--- src/rtl/spm_arb_if.sv ---
// Bus bundle between the IF/MEM requesters, the scratch-pad arbiter and the SPM.
// slave = arbiter side, master = requester/SPM model side.
interface spm_arb_if #(
    parameter int ADDR_W = 30,
    parameter int DATA_W = 32
);
    logic              if_as_;
    logic [ADDR_W-1:0] if_addr;
    logic              if_busy;
    logic              if_rd_vld;
    logic [DATA_W-1:0] if_rd_data;

    logic              mem_as_;
    logic              mem_rw;
    logic [ADDR_W-1:0] mem_addr;
    logic [DATA_W-1:0] mem_wr_data;
    logic              mem_busy;
    logic              mem_rd_vld;
    logic [DATA_W-1:0] mem_rd_data;

    logic              spm_as_;
    logic              spm_rw;
    logic [ADDR_W-1:0] spm_addr;
    logic [DATA_W-1:0] spm_wr_data;
    logic [DATA_W-1:0] spm_rd_data;

    modport slave (
        input  if_as_, if_addr, mem_as_, mem_rw, mem_addr, mem_wr_data, spm_rd_data,
        output if_busy, if_rd_vld, if_rd_data, mem_busy, mem_rd_vld, mem_rd_data,
        output spm_as_, spm_rw, spm_addr, spm_wr_data
    );

    modport master (
        output if_as_, if_addr, mem_as_, mem_rw, mem_addr, mem_wr_data, spm_rd_data,
        input  if_busy, if_rd_vld, if_rd_data, mem_busy, mem_rd_vld, mem_rd_data,
        input  spm_as_, spm_rw, spm_addr, spm_wr_data
    );
endinterface

--- src/rtl/spm_arb.sv ---
// Two-port (IF read-only, MEM read/write) scratch-pad arbiter with combinational grant.
// Define SPM_ARB_RR_EN for round-robin conflicts; otherwise MEM priority with IF starvation override.
module spm_arb #(
    parameter int ADDR_W   = 30,
    parameter int DATA_W   = 32,
    parameter int MAX_WAIT = 4
) (
    input  logic      clk,
    input  logic      reset,
    spm_arb_if.slave  bus
);
    typedef enum logic {OWN_IF = 1'b0, OWN_MEM = 1'b1} owner_e;

    owner_e owner_q, owner_d;
    logic   pending_q, pending_d;
    logic   if_req, mem_req, conflict, if_wins, grant_if, grant_mem;

`ifdef SPM_ARB_RR_EN
    owner_e rr_last_q, rr_last_d;
`else
    localparam logic [3:0] MAX_WAIT_C = 4'(MAX_WAIT);
    logic [3:0] wait_cnt_q, wait_cnt_d;
`endif

    // Requests are masked while reset is low so the SPM stays idle during reset.
    always_comb begin
        if_req   = reset & ~bus.if_as_;
        mem_req  = reset & ~bus.mem_as_;
        conflict = if_req & mem_req;
`ifdef SPM_ARB_RR_EN
        if_wins  = (rr_last_q == OWN_MEM);
`else
        if_wins  = (wait_cnt_q == MAX_WAIT_C);
`endif
        grant_if  = if_req & (~mem_req | if_wins);
        grant_mem = mem_req & ~grant_if;
    end

    always_comb begin
        pending_d = grant_if | (grant_mem & bus.mem_rw);
        owner_d   = owner_q;
        if (grant_mem) begin
            owner_d = OWN_MEM;
        end else if (grant_if) begin
            owner_d = OWN_IF;
        end
`ifdef SPM_ARB_RR_EN
        rr_last_d = rr_last_q;
        if (conflict) begin
            rr_last_d = grant_if ? OWN_IF : OWN_MEM;
        end
`else
        wait_cnt_d = wait_cnt_q;
        if (!if_req || grant_if) begin
            wait_cnt_d = 4'd0;
        end else if (wait_cnt_q < MAX_WAIT_C) begin
            wait_cnt_d = wait_cnt_q + 4'd1;
        end
`endif
    end

    always_ff @(posedge clk or negedge reset) begin
        if (!reset) begin
            owner_q    <= OWN_IF;
            pending_q  <= 1'b0;
`ifdef SPM_ARB_RR_EN
            rr_last_q  <= OWN_IF;
`else
            wait_cnt_q <= 4'd0;
`endif
        end else begin
            owner_q    <= owner_d;
            pending_q  <= pending_d;
`ifdef SPM_ARB_RR_EN
            rr_last_q  <= rr_last_d;
`else
            wait_cnt_q <= wait_cnt_d;
`endif
        end
    end

    always_comb begin
        bus.if_busy     = if_req & ~grant_if;
        bus.mem_busy    = mem_req & ~grant_mem;

        bus.spm_as_     = ~(grant_if | grant_mem);
        bus.spm_rw      = grant_mem ? bus.mem_rw : 1'b1;
        bus.spm_addr    = '0;
        bus.spm_wr_data = '0;
        if (grant_if) begin
            bus.spm_addr = bus.if_addr;
        end else if (grant_mem) begin
            bus.spm_addr = bus.mem_addr;
            if (!bus.mem_rw) begin
                bus.spm_wr_data = bus.mem_wr_data;
            end
        end

        // Return data is steered to whoever owned the read issued last cycle.
        bus.if_rd_vld   = pending_q & (owner_q == OWN_IF);
        bus.mem_rd_vld  = pending_q & (owner_q == OWN_MEM);
        bus.if_rd_data  = bus.if_rd_vld  ? bus.spm_rd_data : '0;
        bus.mem_rd_data = bus.mem_rd_vld ? bus.spm_rd_data : '0;
    end
endmodule

--- src/flat_wrapper.sv ---
// flat-port wrapper written by rule: the top's interface ports become plain ports
module spm_arb_flat 
#(
    parameter int ADDR_W   = 30,
    parameter int DATA_W   = 32,
    parameter int MAX_WAIT = 4
)
  (clk, reset, bus_if_as_, bus_if_addr, bus_mem_as_, bus_mem_rw, bus_mem_addr, bus_mem_wr_data, bus_spm_rd_data, bus_if_busy, bus_if_rd_vld, bus_if_rd_data, bus_mem_busy, bus_mem_rd_vld, bus_mem_rd_data, bus_spm_as_, bus_spm_rw, bus_spm_addr, bus_spm_wr_data);
  spm_arb_if #(.ADDR_W(ADDR_W), .DATA_W(DATA_W)) bus_i ();
  input  logic clk;
  input  logic reset;
  input wire logic [$bits(bus_i.if_as_)-1:0] bus_if_as_;
  input wire logic [$bits(bus_i.if_addr)-1:0] bus_if_addr;
  input wire logic [$bits(bus_i.mem_as_)-1:0] bus_mem_as_;
  input wire logic [$bits(bus_i.mem_rw)-1:0] bus_mem_rw;
  input wire logic [$bits(bus_i.mem_addr)-1:0] bus_mem_addr;
  input wire logic [$bits(bus_i.mem_wr_data)-1:0] bus_mem_wr_data;
  input wire logic [$bits(bus_i.spm_rd_data)-1:0] bus_spm_rd_data;
  output wire logic [$bits(bus_i.if_busy)-1:0] bus_if_busy;
  output wire logic [$bits(bus_i.if_rd_vld)-1:0] bus_if_rd_vld;
  output wire logic [$bits(bus_i.if_rd_data)-1:0] bus_if_rd_data;
  output wire logic [$bits(bus_i.mem_busy)-1:0] bus_mem_busy;
  output wire logic [$bits(bus_i.mem_rd_vld)-1:0] bus_mem_rd_vld;
  output wire logic [$bits(bus_i.mem_rd_data)-1:0] bus_mem_rd_data;
  output wire logic [$bits(bus_i.spm_as_)-1:0] bus_spm_as_;
  output wire logic [$bits(bus_i.spm_rw)-1:0] bus_spm_rw;
  output wire logic [$bits(bus_i.spm_addr)-1:0] bus_spm_addr;
  output wire logic [$bits(bus_i.spm_wr_data)-1:0] bus_spm_wr_data;
  assign bus_i.if_as_ = bus_if_as_;
  assign bus_i.if_addr = bus_if_addr;
  assign bus_i.mem_as_ = bus_mem_as_;
  assign bus_i.mem_rw = bus_mem_rw;
  assign bus_i.mem_addr = bus_mem_addr;
  assign bus_i.mem_wr_data = bus_mem_wr_data;
  assign bus_i.spm_rd_data = bus_spm_rd_data;
  assign bus_if_busy = bus_i.if_busy;
  assign bus_if_rd_vld = bus_i.if_rd_vld;
  assign bus_if_rd_data = bus_i.if_rd_data;
  assign bus_mem_busy = bus_i.mem_busy;
  assign bus_mem_rd_vld = bus_i.mem_rd_vld;
  assign bus_mem_rd_data = bus_i.mem_rd_data;
  assign bus_spm_as_ = bus_i.spm_as_;
  assign bus_spm_rw = bus_i.spm_rw;
  assign bus_spm_addr = bus_i.spm_addr;
  assign bus_spm_wr_data = bus_i.spm_wr_data;
  spm_arb #(.ADDR_W(ADDR_W), .DATA_W(DATA_W), .MAX_WAIT(MAX_WAIT)) u_core (.clk(clk), .reset(reset), .bus(bus_i));
endmodule
--- config.mk ---
export PLATFORM = sky130hd
export DESIGN_NAME = spm_arb_flat
export DESIGN_NICKNAME = d
export VERILOG_FILES = /design/src/rtl/spm_arb_if.sv /design/src/rtl/spm_arb.sv /design/src/flat_wrapper.sv
export SDC_FILE = /design/constraint.sdc
export NUM_CORES = 1
export LEC_CHECK = 0
export BUFFER_PORTS_ARGS = -buffer_cell sky130_fd_sc_hd__buf_2
export CORE_AREA = 2 2 100 102
export CTS_CLUSTER_SIZE = 14
export DETAILED_ROUTE_END_ITERATION = 10
export DIE_AREA = 0 0 102 104
export GPL_TIMING_DRIVEN = 1
export SLEW_MARGIN = 20
export SYNTH_ARGS = -nofsm -noshare
export SYNTH_HDL_FRONTEND = slang
export SYNTH_SLANG_ARGS = --single-unit
export TNS_END_PERCENT = 20
--- constraint.sdc ---
create_clock -name clk -period 4.6 [get_ports clk]
set_input_delay 1.15 -clock clk [delete_from_list [all_inputs] [get_ports clk]]
set_output_delay 1.15 -clock clk [all_outputs]
set_load 0.005 [all_outputs]
==> flow_summary.json, run 1 <==
{
  "hold_buffers": 0,
  "hold_viol": 0,
  "top_layer_used": "met4",
  "yosys_warnings": 0,
  "critical_path_class": "in -> out",
  "post_cts_resized": 0,
  "clkPwrFrac": 0.252,
  "slowest_delay_ns": 0.66,
  "ys_seq_area_frac": 0.110,
  "synth_mux_area_frac": 0,
  "design.die.area_um2": 10600,
  "synth.top_cell.area_share": 0.262,
  "nets": 561,
  "final_max_slew_viol_count": 0,
  "viasPerCell": 4.01,
  "synth-xor-area-share": 0.00643,
  "synth-edff-count": 0,
  "io_buffers": 260,
  "synth_top_family_by_area": "simple AND/OR/NAND/NOR gates",
  "die_y_um": 104,
  "slew_headroom": 0.460,
  "ys_async_sr_fraction": 1.00,
  "wl_met1_um": 2540,
  "min_period_ns": 3.70,
  "cts_tree": "built",
  "cts_buffer_depth": 2,
  "cts-buffers-inserted": 3,
  "power_frac_comb": 0.536,
  "wl_um": 6690,
  "drc": 0,
  "ioPinCount": 261,
  "drtAntennaViolNets": 0,
  "core_region_area_um2": 9550,
  "cts_setup_buffers": 0,
  "dr_wl_met3_um": 546,
  "grt_max_degree": 36,
  "grt_pass1_wl_um": 9960,
  "switching_share": 0.333,
  "startpoint_type": "input port",
  "htreeDepth": 1,
  "p_int_uw": 209,
  "irDropWorstVdd_mv": 0.0554,
  "synth_top_area_cell": "and2_1",
  "grt_pass1_vias": 2107,
  "cpMostUsedCell": "buf_2",
  "setup.worst_path.end_class": "output pin",
  "fp.dieW_um": 102,
  "setup_slack_ns": 0.895,
  "crit_required_ns": 3.45,
  "area_growth_pct": 103,
  "insertedDiodeCount": 0,
  "num_vias": 2248,
  "skew_ns": 0.00133,
  "antenna_found_initial": 0,
  "wl_met2_um": 3490,
  "synth_compound_area_frac": 0.222,
  "ys_seq_elements": 6,
  "power_frac_seq": 0.212,
  "post_drt_wl_per_cell_um": 11.9,
  "dp_hpwl_um": 5790,
  "syn_area_per_cell_um2": 7.48,
  "num_rows": 36,
  "outcome": "complete, no violations",
  "final_common_cell": "buf_2",
  "maxCapViolCount": 0,
  "globalplace.congestion": 0.873,
  "clk_pin_slew_ns": 0.04,
  "cellPowerDensity_nw_per_um2": 113,
  "synthAdderAreaFrac": 0.0184,
  "ys_types": 27,
  "initial_core_util": 0.143,
  "fmax_mhz": 270,
  "worstMarginPinSlew_ns": 0.811,
  "p_leak_uw": 0.00189,
  "synthSimpleGateAreaFrac": 0.540,
  "grt_overflow": 0,
  "dr.pass1.iters": 4,
  "path_max_fanout": 33,
  "synthTopCellsByArea": "and2_1 (26%), a22o_1 (19%), and3_1 (15%)",
  "track_usage": 0.114,
  "worstSkewPairLatency_ns": 0.22,
  "net-switching-power_uw": 104,
  "layout-drive-gt1-share": 0.654,
  "crit_path_cell_trace": "buf_2, nand2b_2, nor3_4, and2_2, buf_2",
  "mostFrequentLayoutCells": "buf_2 (260), and2_1 (57), and3_1 (32)",
  "hp-class": "reg -> reg",
  "period_share": 0.805,
  "synthCells": 182,
  "root_buffer": "clkbuf_8",
  "finalSetupViolations": 0,
  "ys.flop_type": "dfrtp_1",
  "rsz0062_at_grt": "no",
  "tns_ns": 0,
  "preCtsSetupSlack_ns": 0.854,
  "cp_slowest_cell": "nor3_4",
  "cts_num_sinks": 6,
  "arrival_ns": 2.55,
  "synth_area_um2": 1360,
  "syn_nets": 313,
  "drt_iter0_drc": 72
}
## through the flow
stage	instance area, um^2	util	std cells	total power (uW)	hold WS [ns]
after floorplan	1360	-	182	132	0.521
after global placement	2720	0.285	558	234	0.554
after detailed placement	2720	0.285	558	238	0.556
after CTS	2760	0.289	561	319	0.563
after global routing	2760	0.289	561	338	0.584
final	2760	0.289	561	313	0.560
## final timing paths
kind | slack (ns) | cells past startpoint | from | end
setup / recovery | 0.90 | 5 | reset | bus_spm_wr_data[25]
hold / removal | 0.56 | 2 | u_core.wait_cnt_q[3] | u_core.wait_cnt_q[3]
setup reg to reg | 3.01 | 5 | u_core.wait_cnt_q[0] | u_core.owner_q
hold reg to reg | 0.56 | 2 | u_core.wait_cnt_q[3] | u_core.wait_cnt_q[3]
max in group asynchronous | 3.63 | 1 | reset | u_core.owner_q
min in group asynchronous | 0.78 | 1 | reset | u_core.pending_q
## synthesized netlist by cell type (all sizes together) (2+ instances only)
cell / instances
clkbuf: 9
buf: 9
inv: 6
nand2b: 2
a22o: 30
nor2: 5
dfrtp: 6
and2: 65
and3: 33
a21oi: 3
nand2: 3
ha: 2
## routing by layer
layer / vias up / GRT usage
met1: 992 / 0.126
met3: 6 / 0.0161
met4: 0 / 0.0362
met2: 126 / 0.219
li1: 1124 / -
met5: - / 0
## registers in the layout, indices dropped and copies added, names as in the netlist
register and count:
u_core.owner_q 1, u_core.pending_q 1, u_core.wait_cnt_q 4
## critical path, delay by kind of cell
family,cells,cell delay (ns)
buf+inv,2,0.33
simple gates,3,1.07
## cell type report
type                    count  area [um^2]
well taps                 133          166
fillers                  1061         6790
flip-flops and latches      6          150
clock buffers               3         41.3
multi-input cells         152         1070
inverters                   6         22.5
repair buffers            261         1310
## kinds of logic after synthesis
group / Yosys count
flops: 6
simple gates: 113
compound gates: 36
fa+ha+maj: 2
buf+inv: 24
xor+xnor: 1
## power by group through the flow
stage               Clock [uW]  Combinational (uW)  Sequential [uW]
finish                    78.8                 168             66.4
global route              83.3                 186             68.5
CTS                       81.4                 171             66.8
detailed placement           0                 170             67.5
global placement             0                 167             66.9
floorplan                    0                74.4             57.8
(Power assumes the default switching activity.)
==> inputs of run 2 (changes only) <==
--- a/config.mk
+++ b/config.mk
@@ -6,10 +6,10 @@
 export NUM_CORES = 1
 export LEC_CHECK = 0
 export BUFFER_PORTS_ARGS = -buffer_cell sky130_fd_sc_hd__buf_2
-export CORE_AREA = 2 2 100 102
+export CORE_AREA = 2 2 101 103
 export CTS_CLUSTER_SIZE = 14
 export DETAILED_ROUTE_END_ITERATION = 10
-export DIE_AREA = 0 0 102 104
+export DIE_AREA = 0 0 103 105
 export GPL_TIMING_DRIVEN = 1
 export SLEW_MARGIN = 20
 export SYNTH_ARGS = -nofsm -noshare
==> constraint.sdc (replaced) <==
create_clock -name clk -period 3.5 [get_ports clk]
set_input_delay 0.875 -clock clk [delete_from_list [all_inputs] [get_ports clk]]
set_output_delay 0.875 -clock clk [all_outputs]
set_load 0.005 [all_outputs]
==> run 2 against run 1 <==
Compared with the run above: die area increased by 2.0%; clock power increased by 32%; worst setup slack got worse by 0.49 ns; clock skew increased by 0.0018 ns; critical endpoint is now bus_spm_addr[9]; design area increased by 0.82%; register-to-register slack got worse by 1.1 ns; critical path depth unchanged; highest routed layer unchanged; cell count increased by 0.53%; non-clock buffer count increased by 3; combinational power increased by 43%; sequential share of layout area about the same; utilization about the same.
==> flow_summary.json, run 2 (synthesis gave the netlist of run 1 again) <==
{
  "outcome": "complete, no violations",
  "p_leak_uw": 0.00190,
  "hp-class": "in -> async",
  "net-switching-power_uw": 140,
  "switching_share": 0.335,
  "cellPowerDensity_nw_per_um2": 150,
  "rsz0062_at_grt": "no",
  "clk_pin_slew_ns": 0.04,
  "initial_core_util": 0.141,
  "insertedDiodeCount": 0,
  "reg.largest.list": "u_core.wait_cnt_q (4), u_core.owner_q (1), u_core.pending_q (1)",
  "htreeDepth": 1,
  "ioPinCount": 261,
  "nets": 564,
  "largest_register_ffs": 4,
  "post_cts_resized": 0,
  "critical_path_class": "in -> out",
  "final_cell_area_um2": 2780,
  "maxCapViolCount": 0,
  "drc": 0,
  "num_rows": 36,
  "grt_overflow": 0,
  "setup.worst_path.end_class": "output pin",
  "mostFrequentLayoutCells": "buf_2 (260), and2_1 (57), and3_1 (32)",
  "slew_headroom": 0.474,
  "multi_input_area_um2": 1070,
  "preCtsSetupSlack_ns": 0.352,
  "viasPerCell": 4.06,
  "io_buffers": 260,
  "final_max_slew_viol_count": 0,
  "cts_num_sinks": 6,
  "cts_setup_buffers": 0,
  "design.die.area_um2": 10800,
  "path_max_fanout": 31,
  "tns_ns": 0,
  "num_vias": 2288,
  "cts_tree": "built",
  "startpoint_type": "input port",
  "post_drt_wl_per_cell_um": 12.8,
  "cts-buffers-inserted": 3,
  "period_share": 0.883,
  "regArea_um2": 150,
  "wl_um": 7210,
  "drtAntennaViolNets": 0,
  "fmax_mhz": 324,
  "fin_cells": 564,
  "slowest_delay_ns": 0.56,
  "crit_path_cell_trace": "buf_2, nand2b_2, nor2_4, a22o_1, buf_2",
  "finalSetupViolations": 0,
  "worstMarginPinSlew_ns": 0.789,
  "irDropWorstVdd_mv": 0.0764,
  "power_frac_comb": 0.575,
  "grt_pass1_wl_um": 10300,
  "final_common_cell": "buf_2",
  "crit_required_ns": 2.62,
  "power_frac_seq": 0.176,
  "root_buffer": "clkbuf_8",
  "skew_ns": 0.00315,
  "drt_iter0_drc": 108,
  "fill_cells": 1067,
  "hold_buffers": 0,
  "area_growth_pct": 105,
  "fp.dieW_um": 103,
  "clkPwrFrac": 0.249,
  "grt_max_degree": 35,
  "grt_pass1_vias": 2130,
  "p_int_uw": 278,
  "dp_hpwl_um": 6240,
  "worstSkewPairLatency_ns": 0.22,
  "placed_area_um2": 2740,
  "dr.pass1.iters": 4,
  "cpMostUsedCell": "buf_2",
  "cts_buffer_depth": 2,
  "min_period_ns": 3.09,
  "arrival_ns": 2.22,
  "cp_slowest_cell": "nor2_4",
  "die_y_um": 105,
  "placedCellCount": 561,
  "setup_slack_ns": 0.410,
  "largest-register": "u_core.wait_cnt_q",
  "path_buf_inv": 2,
  "layout-drive-gt1-share": 0.657,
  "hold_viol": 0,
  "antenna_found_initial": 0,
  "globalplace.congestion": 0.924,
  "core_region_area_um2": 9640,
  "crit_family": "simple AND/OR/NAND/NOR gates",
  "track_usage": 0.119
}
run 2: cell count changes in the layout (fill, tap and decap cells not counted), sizes merged:
cell	previous run	this run
buf	261	264
run 2: worst reg2reg max path, cell delays in order, from the launching register on:
cell and delay, ns:
dfrtp_1 0.38, inv_1 0.06, ha_1 0.22, and4bb_4 0.23, nor2_4 0.52, a21o_1 0.15
run 2: worst paths after layout:
check	startpoint	endpoint	slack [ns]	cells past startpoint
setup / recovery	reset	bus_spm_addr[9]	0.41	5
hold / removal	reset	u_core.wait_cnt_q[1]	0.50	1
setup reg to reg	u_core.wait_cnt_q[0]	u_core.owner_q	1.88	5
hold reg to reg	u_core.wait_cnt_q[3]	u_core.wait_cnt_q[3]	0.56	2
max in group asynchronous	reset	u_core.owner_q	2.81	1
min in group clk	u_core.wait_cnt_q[3]	u_core.wait_cnt_q[3]	0.56	2
run 2: through the flow:
stage | power, uW | hold WS [ns] | util
after detailed placement | 318 | 0.548 | 0.285
after CTS | 427 | 0.498 | 0.289
after global routing | 454 | 0.506 | 0.289
final | 418 | 0.499 | 0.289
after global placement | 315 | 0.545 | 0.285
after floorplan | 174 | 0.521 | -
run 2: area by class of cell:
type | instances | area share
timing repair buffer | 264 | 0.478
sequential | 6 | 0.0539
clock buffer | 3 | 0.0148
inverter | 6 | 0.00809
multi-input combinational | 152 | 0.385
tap | 133 | 0.0598
run 2: layer usage:
metal | track usage | wire length [um] | up-vias
li1 | - | - | 1127
met1 | 0.136 | 2700 | 999
met2 | 0.218 | 3700 | 156
met3 | 0.0227 | 700 | 6
met4 | 0.0367 | 107 | 0
met5 | 0 | 0 | -
run 2: power groups by stage:
stage / registers, uW / logic [uW] / clock network, uW
2_1_floorplan: 75.9 / 97.7 / 0
3_3_place_gp: 74.4 / 241 / 0
3_5_place_dp: 74.4 / 244 / 0
4_1_cts: 73.6 / 244 / 109
5_1_grt: 73.8 / 267 / 113
6_report: 73.6 / 240 / 104
